### config.mk
export PLATFORM = sky130hd
export DESIGN_NAME = dmem_access_ctrl
export DESIGN_NICKNAME = d
export VERILOG_FILES = /design/src/rtl/dmem_access_ctrl.sv
export SDC_FILE = /design/constraint.sdc
export NUM_CORES = 1
export LEC_CHECK = 0
export CAP_MARGIN = 30
export CORE_MARGIN = 3
export CORE_UTILIZATION = 41
export CTS_CLUSTER_DIAMETER = 30
export DETAILED_ROUTE_END_ITERATION = 8
export PLACE_DENSITY = 0.78
export SYNTH_ARGS = -nofsm -noshare
export SYNTH_HDL_FRONTEND = slang
export SYNTH_SLANG_ARGS = --single-unit
### constraint.sdc
create_clock -name clk -period 1.65 [get_ports clk]
set_clock_uncertainty 0.05 [all_clocks]
set_input_delay 0.165 -clock clk [delete_from_list [all_inputs] [get_ports clk]]
set_output_delay 0.165 -clock clk [all_outputs]
set_load 0.05 [all_outputs]
### src/rtl/dmem_access_ctrl.sv
// MEM-stage data-memory sequencer: one handshaked bus transaction per load/store,
// with store lane steering, load extension, misalignment and timeout faults.
module dmem_access_ctrl #(
  parameter int unsigned TIMEOUT = 15
) (
  input  logic        clk,
  input  logic        reset,
  input  logic        mem_read,
  input  logic        mem_write,
  input  logic [1:0]  inst_size,
  input  logic        is_signed,
  input  logic [31:0] addr,
  input  logic [31:0] wdata,
  output logic        stall,
  output logic [31:0] rdata,
  output logic        done,
  output logic        fault,
  output logic [1:0]  fault_cause,
  output logic        bus_req,
  output logic        bus_we,
  output logic [31:0] bus_addr,
  output logic [3:0]  bus_be,
  output logic [31:0] bus_wdata,
  input  logic        bus_ack,
  input  logic [31:0] bus_rdata
);

  localparam logic [1:0] SizeByte = 2'b00;
  localparam logic [1:0] SizeHalf = 2'b01;
  localparam logic [7:0] TimeoutCnt = TIMEOUT[7:0];

  typedef enum logic [1:0] {StIdle, StAccess, StDone, StFault} state_e;

  state_e      state_q, state_d;
  logic [7:0]  cnt_q, cnt_d;
  logic        bus_req_q, bus_req_d;
  logic        bus_we_q, bus_we_d;
  logic [31:0] bus_addr_q, bus_addr_d;
  logic [3:0]  bus_be_q, bus_be_d;
  logic [31:0] bus_wdata_q, bus_wdata_d;
  logic [31:0] rdata_q, rdata_d;
  logic        done_q, done_d;
  logic        fault_q, fault_d;
  logic [1:0]  fault_cause_q, fault_cause_d;
  // Access shape kept for the load extraction at ack time.
  logic [1:0]  size_q, size_d;
  logic        sign_q, sign_d;
  logic [1:0]  off_q, off_d;

  logic        req, mis;
  logic [3:0]  be;
  logic [31:0] wd_lanes, lane, load_ext;
  logic [7:0]  cnt_inc;

  assign req     = mem_read | mem_write;
  assign cnt_inc = cnt_q + 8'd1;

  always_comb begin
    mis      = 1'b0;
    be       = 4'b1111;
    wd_lanes = wdata;
    unique case (inst_size)
      SizeByte: begin
        be       = 4'b0001 << addr[1:0];
        wd_lanes = {4{wdata[7:0]}};
      end
      SizeHalf: begin
        mis      = addr[0];
        be       = 4'b0011 << addr[1:0];
        wd_lanes = {2{wdata[15:0]}};
      end
      default: mis = |addr[1:0];
    endcase
  end

  always_comb begin
    lane     = bus_rdata >> {off_q, 3'b000};
    load_ext = lane;
    unique case (size_q)
      SizeByte: load_ext = {{24{sign_q & lane[7]}}, lane[7:0]};
      SizeHalf: load_ext = {{16{sign_q & lane[15]}}, lane[15:0]};
      default:  load_ext = lane;
    endcase
  end

  always_comb begin
    state_d       = state_q;
    cnt_d         = cnt_q;
    bus_req_d     = bus_req_q;
    bus_we_d      = bus_we_q;
    bus_addr_d    = bus_addr_q;
    bus_be_d      = bus_be_q;
    bus_wdata_d   = bus_wdata_q;
    rdata_d       = rdata_q;
    done_d        = 1'b0;
    fault_d       = 1'b0;
    fault_cause_d = fault_cause_q;
    size_d        = size_q;
    sign_d        = sign_q;
    off_d         = off_q;
    unique case (state_q)
      StIdle: begin
        if (req && mis) begin
          state_d       = StFault;
          fault_d       = 1'b1;
          fault_cause_d = 2'b01;
        end else if (req) begin
          state_d     = StAccess;
          cnt_d       = 8'd0;
          bus_req_d   = 1'b1;
          bus_we_d    = mem_write;
          bus_addr_d  = {addr[31:2], 2'b00};
          bus_be_d    = be;
          bus_wdata_d = wd_lanes;
          size_d      = inst_size;
          sign_d      = is_signed;
          off_d       = addr[1:0];
        end
      end
      StAccess: begin
        // Ack takes priority over a timeout landing in the same cycle.
        if (bus_ack) begin
          state_d   = StDone;
          done_d    = 1'b1;
          bus_req_d = 1'b0;
          if (!bus_we_q) rdata_d = load_ext;
        end else if (cnt_inc == TimeoutCnt) begin
          state_d       = StFault;
          cnt_d         = cnt_inc;
          fault_d       = 1'b1;
          fault_cause_d = 2'b10;
          bus_req_d     = 1'b0;
        end else begin
          cnt_d = cnt_inc;
        end
      end
      default: state_d = StIdle;
    endcase
  end

  always_ff @(posedge clk or negedge reset) begin
    if (!reset) begin
      state_q       <= StIdle;
      cnt_q         <= 8'd0;
      bus_req_q     <= 1'b0;
      bus_we_q      <= 1'b0;
      bus_addr_q    <= 32'd0;
      bus_be_q      <= 4'd0;
      bus_wdata_q   <= 32'd0;
      rdata_q       <= 32'd0;
      done_q        <= 1'b0;
      fault_q       <= 1'b0;
      fault_cause_q <= 2'b00;
      size_q        <= 2'b00;
      sign_q        <= 1'b0;
      off_q         <= 2'b00;
    end else begin
      state_q       <= state_d;
      cnt_q         <= cnt_d;
      bus_req_q     <= bus_req_d;
      bus_we_q      <= bus_we_d;
      bus_addr_q    <= bus_addr_d;
      bus_be_q      <= bus_be_d;
      bus_wdata_q   <= bus_wdata_d;
      rdata_q       <= rdata_d;
      done_q        <= done_d;
      fault_q       <= fault_d;
      fault_cause_q <= fault_cause_d;
      size_q        <= size_d;
      sign_q        <= sign_d;
      off_q         <= off_d;
    end
  end

  assign stall       = reset & (((state_q == StIdle) & req) | (state_q == StAccess));
  assign rdata       = rdata_q;
  assign done        = done_q;
  assign fault       = fault_q;
  assign fault_cause = fault_cause_q;
  assign bus_req     = bus_req_q;
  assign bus_we      = bus_we_q;
  assign bus_addr    = bus_addr_q;
  assign bus_be      = bus_be_q;
  assign bus_wdata   = bus_wdata_q;

endmodule

==> impl_metrics.ini <==
[global_routing]
grt_pass1_wl_um = 29900
grt_overflow_total = 0
grt_pass1_vias = 5998
antenna_found_initial = 1
grt_max_degree = 120
grt_use_total = 0.239

[sta]
min_period_ns = 1.69
finalHoldViolCount = 0
hold_ws_ns = 0.227
finalCritPeriodShare = 1.02
slew-limit-headroom = 0.578
finalMaxSlewViolations = 0
setup_slack_ns = -0.0379
setup_viol = 12
rsz0062_at_grt = yes
worst_slew_pin_slew_ns = 0.633
fmax_ghz = 0.592

[yosys]
syn-instance-count = 628
yosysTopAreaCell = dfrtp_1
syn_area_sq_um = 5730
async_reset_ff_frac = 1.00
postSynthAreaPerCell_sq_um = 9.12
synthFlopType = dfrtp_1
synth_edf_count = 0
ys_types = 55
synth-seq-cells = 119
synth_area_leaders = dfrtp_1, nand2_1, mux2i_1
ys_seq_area_frac = 0.520
synth_top_cell_area_share = 0.520
ys_warn_count = 0

[run_status]
status = finished with violations
violations = negative setup slack

[min_path]
min_from = addr[30]
min_to = bus_addr[30]$_DFFE_PN0P_
min_path_type = input pin to flip-flop
hold_depth = 3

[finish]
instances_no_fill = 1081
fin_nets = 1001
postLayoutCellArea_sq_um = 9600
layout_commonest_cell = buf_4
final_util = 0.713
most-common-layout-cells = buf_4, nand2_1, dfrtp_1, clkdlybuf4s50_1, nand2_2
antenna_cells = 0
drive_above_1_share = 0.370
syn_to_final_growth_pct = 67.5

[pwr]
total_power_mw = 20.6
power_frac_seq = 0.258
power.switching_mw = 9.75
combinationalPowerShare = 0.565
p_clk_frac = 0.177
power_leakage_nw = 4.59
peakVddDrop_mv = 1.43
power-per-cell-area_nw_per_um2 = 2140
swShare = 0.475
intPower_mw = 10.8

[floorplan]
fp.dieH_um = 124
core_sq_um = 13500
rows = 42
io_pins = 211
initial_utilization = 0.426
die_area_sq_um = 15400
fp.dieW_um = 124

[clocking]
clock_sinks = 119
clk-insertion-delay-late_ns = 0.42
cts_tree = done
clkTransAtPathRegs_ns = 0.05
cts_root_buf = clkbuf_16
htree_levels = 4
numCtsBuffers = 17
clk_path_buf_depth = 2

[routing]
wl_per_cell_um = 18.8
vias = 5779
drt-total-wl_um = 20300
first_iter_violations = 322
viasPerCell = 5.35
drc = 0
ant_nets = 0
dr.pass1.iters = 7

[placed_design]
dpl_cell_area_sq_um = 8150
dpl.cell_count = 1031
dp_hpwl_um = 13400
port_buffers = 208
place_congestion = 0.880

[worst_setup_path]
crit_required_ns = 1.89
slowest_delay_ns = 0.41
r2r_end = bus_be[1]$_DFFE_PN0P_
critPathBufInv = 1
critPathKind = flip-flop to flip-flop
critPathSlowestCell = dfrtp_1
worstPathCellList = buf_6 -> or2_0 -> or3_4 -> a221o_1
cp_top_family = simple AND/OR/NAND/NOR gates
rrSetupSlack_ns = -0.04
r2r-start = state_q[1]$_DFFE_PN0P_
cp-end-kind = flip-flop
cp-start-kind = flip-flop
cp_max_fo = 3
arrival_ns = 1.93
reg2reg_depth = 4

[run]
cap_violations = 0
[worst max-delay path by stage]
stage | from | to | slack, ns | cells past startpoint
finish | state_q[1]$_DFFE_PN0P_ | bus_be[1]$_DFFE_PN0P_ | -0.04 | 4
global route | state_q[1]$_DFFE_PN0P_ | bus_be[1]$_DFFE_PN0P_ | -0.07 | 4
CTS | state_q[1]$_DFFE_PN0P_ | stall | -0.03 | 5
detailed placement | inst_size[1] | bus_wdata[28]$_DFFE_PN0P_ | -0.24 | 7
global placement | inst_size[1] | fault_cause[1]$_DFFE_PN0P_ | -0.16 | 6
floorplan | cnt_q[0]$_DFFE_PN0P_ | fault_cause[1]$_DFFE_PN0P_ | 0.06 | 5
[registers in the layout (all words and copies together), names as in the netlist]
register / cells
bus_addr: 30
bus_be: 4
bus_req: 1
bus_wdata: 32
bus_we: 1
cnt_q: 8
done: 1
fault: 1
fault_cause: 2
off_q: 2
rdata: 32
sign_q: 1
size_q: 2
state_q: 2
[power by group through the flow]
stage,Clock (mW),Sequential (mW),Combinational (mW)
2_1_floorplan,0,8.81,2.72
3_3_place_gp,0,5.01,10.0
3_5_place_dp,0,5.05,10.2
4_1_cts,3.67,5.06,10.5
5_1_grt,3.83,5.43,12.2
6_report,3.63,5.31,11.6
[cells by family after synthesis]
kind of cell | count (synthesis) | share of synthesized area
and+or+nand+nor | 304 | 0.225
DFF | 119 | 0.520
AOI/OAI and AO/OA | 100 | 0.111
muxes | 52 | 0.0946
buffers and inverters | 48 | 0.0413
adders and majority gates | 2 | 0.00437
xor gates and xnor gates | 2 | 0.00306
other | 1 | 0.000655
[cell usage after synthesis, drive strengths merged, types with 3 or more instances]
library cell    n
buf            33
inv             6
dfrtp         119
nor3            3
o2111ai         3
mux2i          44
nand3          33
a31oi           8
and4            3
and2            7
nor2           42
nand2         193
nor2b           5
clkbuf          9
nand4           4
a21oi          23
or2             6
o311ai          3
mux2            7
o21ai          45
[layout make-up]
| cell class | instances | area [sq um] |
|---|---|---|
| flip-flops and latches | 119 | 2980 |
| multi-input cells | 462 | 3020 |
| clock buffers | 26 | 509 |
| clock inverters | 3 | 65.1 |
| inverters | 6 | 22.5 |
| fillers | 953 | 3860 |
| repair buffers | 289 | 2780 |
| well taps | 176 | 220 |
[per-stage QoR]
stage	TNS, ns	worst slack (ns)
2_1_floorplan	0	0.0612
3_3_place_gp	-11.36	-0.165
3_5_place_dp	-16.29	-0.242
4_1_cts	-0.0304	-0.0304
5_1_grt	-1.52	-0.0744
6_report	-0.198	-0.0379
[worst reg2reg max path: cells and delay by family (launching register included)]
kind                   cells  cell delay (ns)
AO/OA/AOI/OAI              1             0.36
buffers and inverters      1             0.14
flip-flops                 1             0.41
AND/OR/NAND/NOR            2             0.61
[per-layer routing]
metal	share of wire	global-route usage
met4	0.019	0.0896
met3	0.082	0.0898
met5	0.00059	0
met2	0.51	0.414
met1	0.38	0.266
[what timing repair did]
| action | in CTS | in global routing |
|---|---|---|
| hold buffers | 1 | 0 |
| endpoints found under the hold margin | 119 | 0 |
| resized for setup | 17 | 159 |
| endpoints found under the setup margin | 7 | 63 |
| setup buffers | 6 | 2 |
| pin swaps | 7 | 63 |
| gates cloned | 0 | 12 |
No activity file was read; power rests on OpenSTA's default activity.
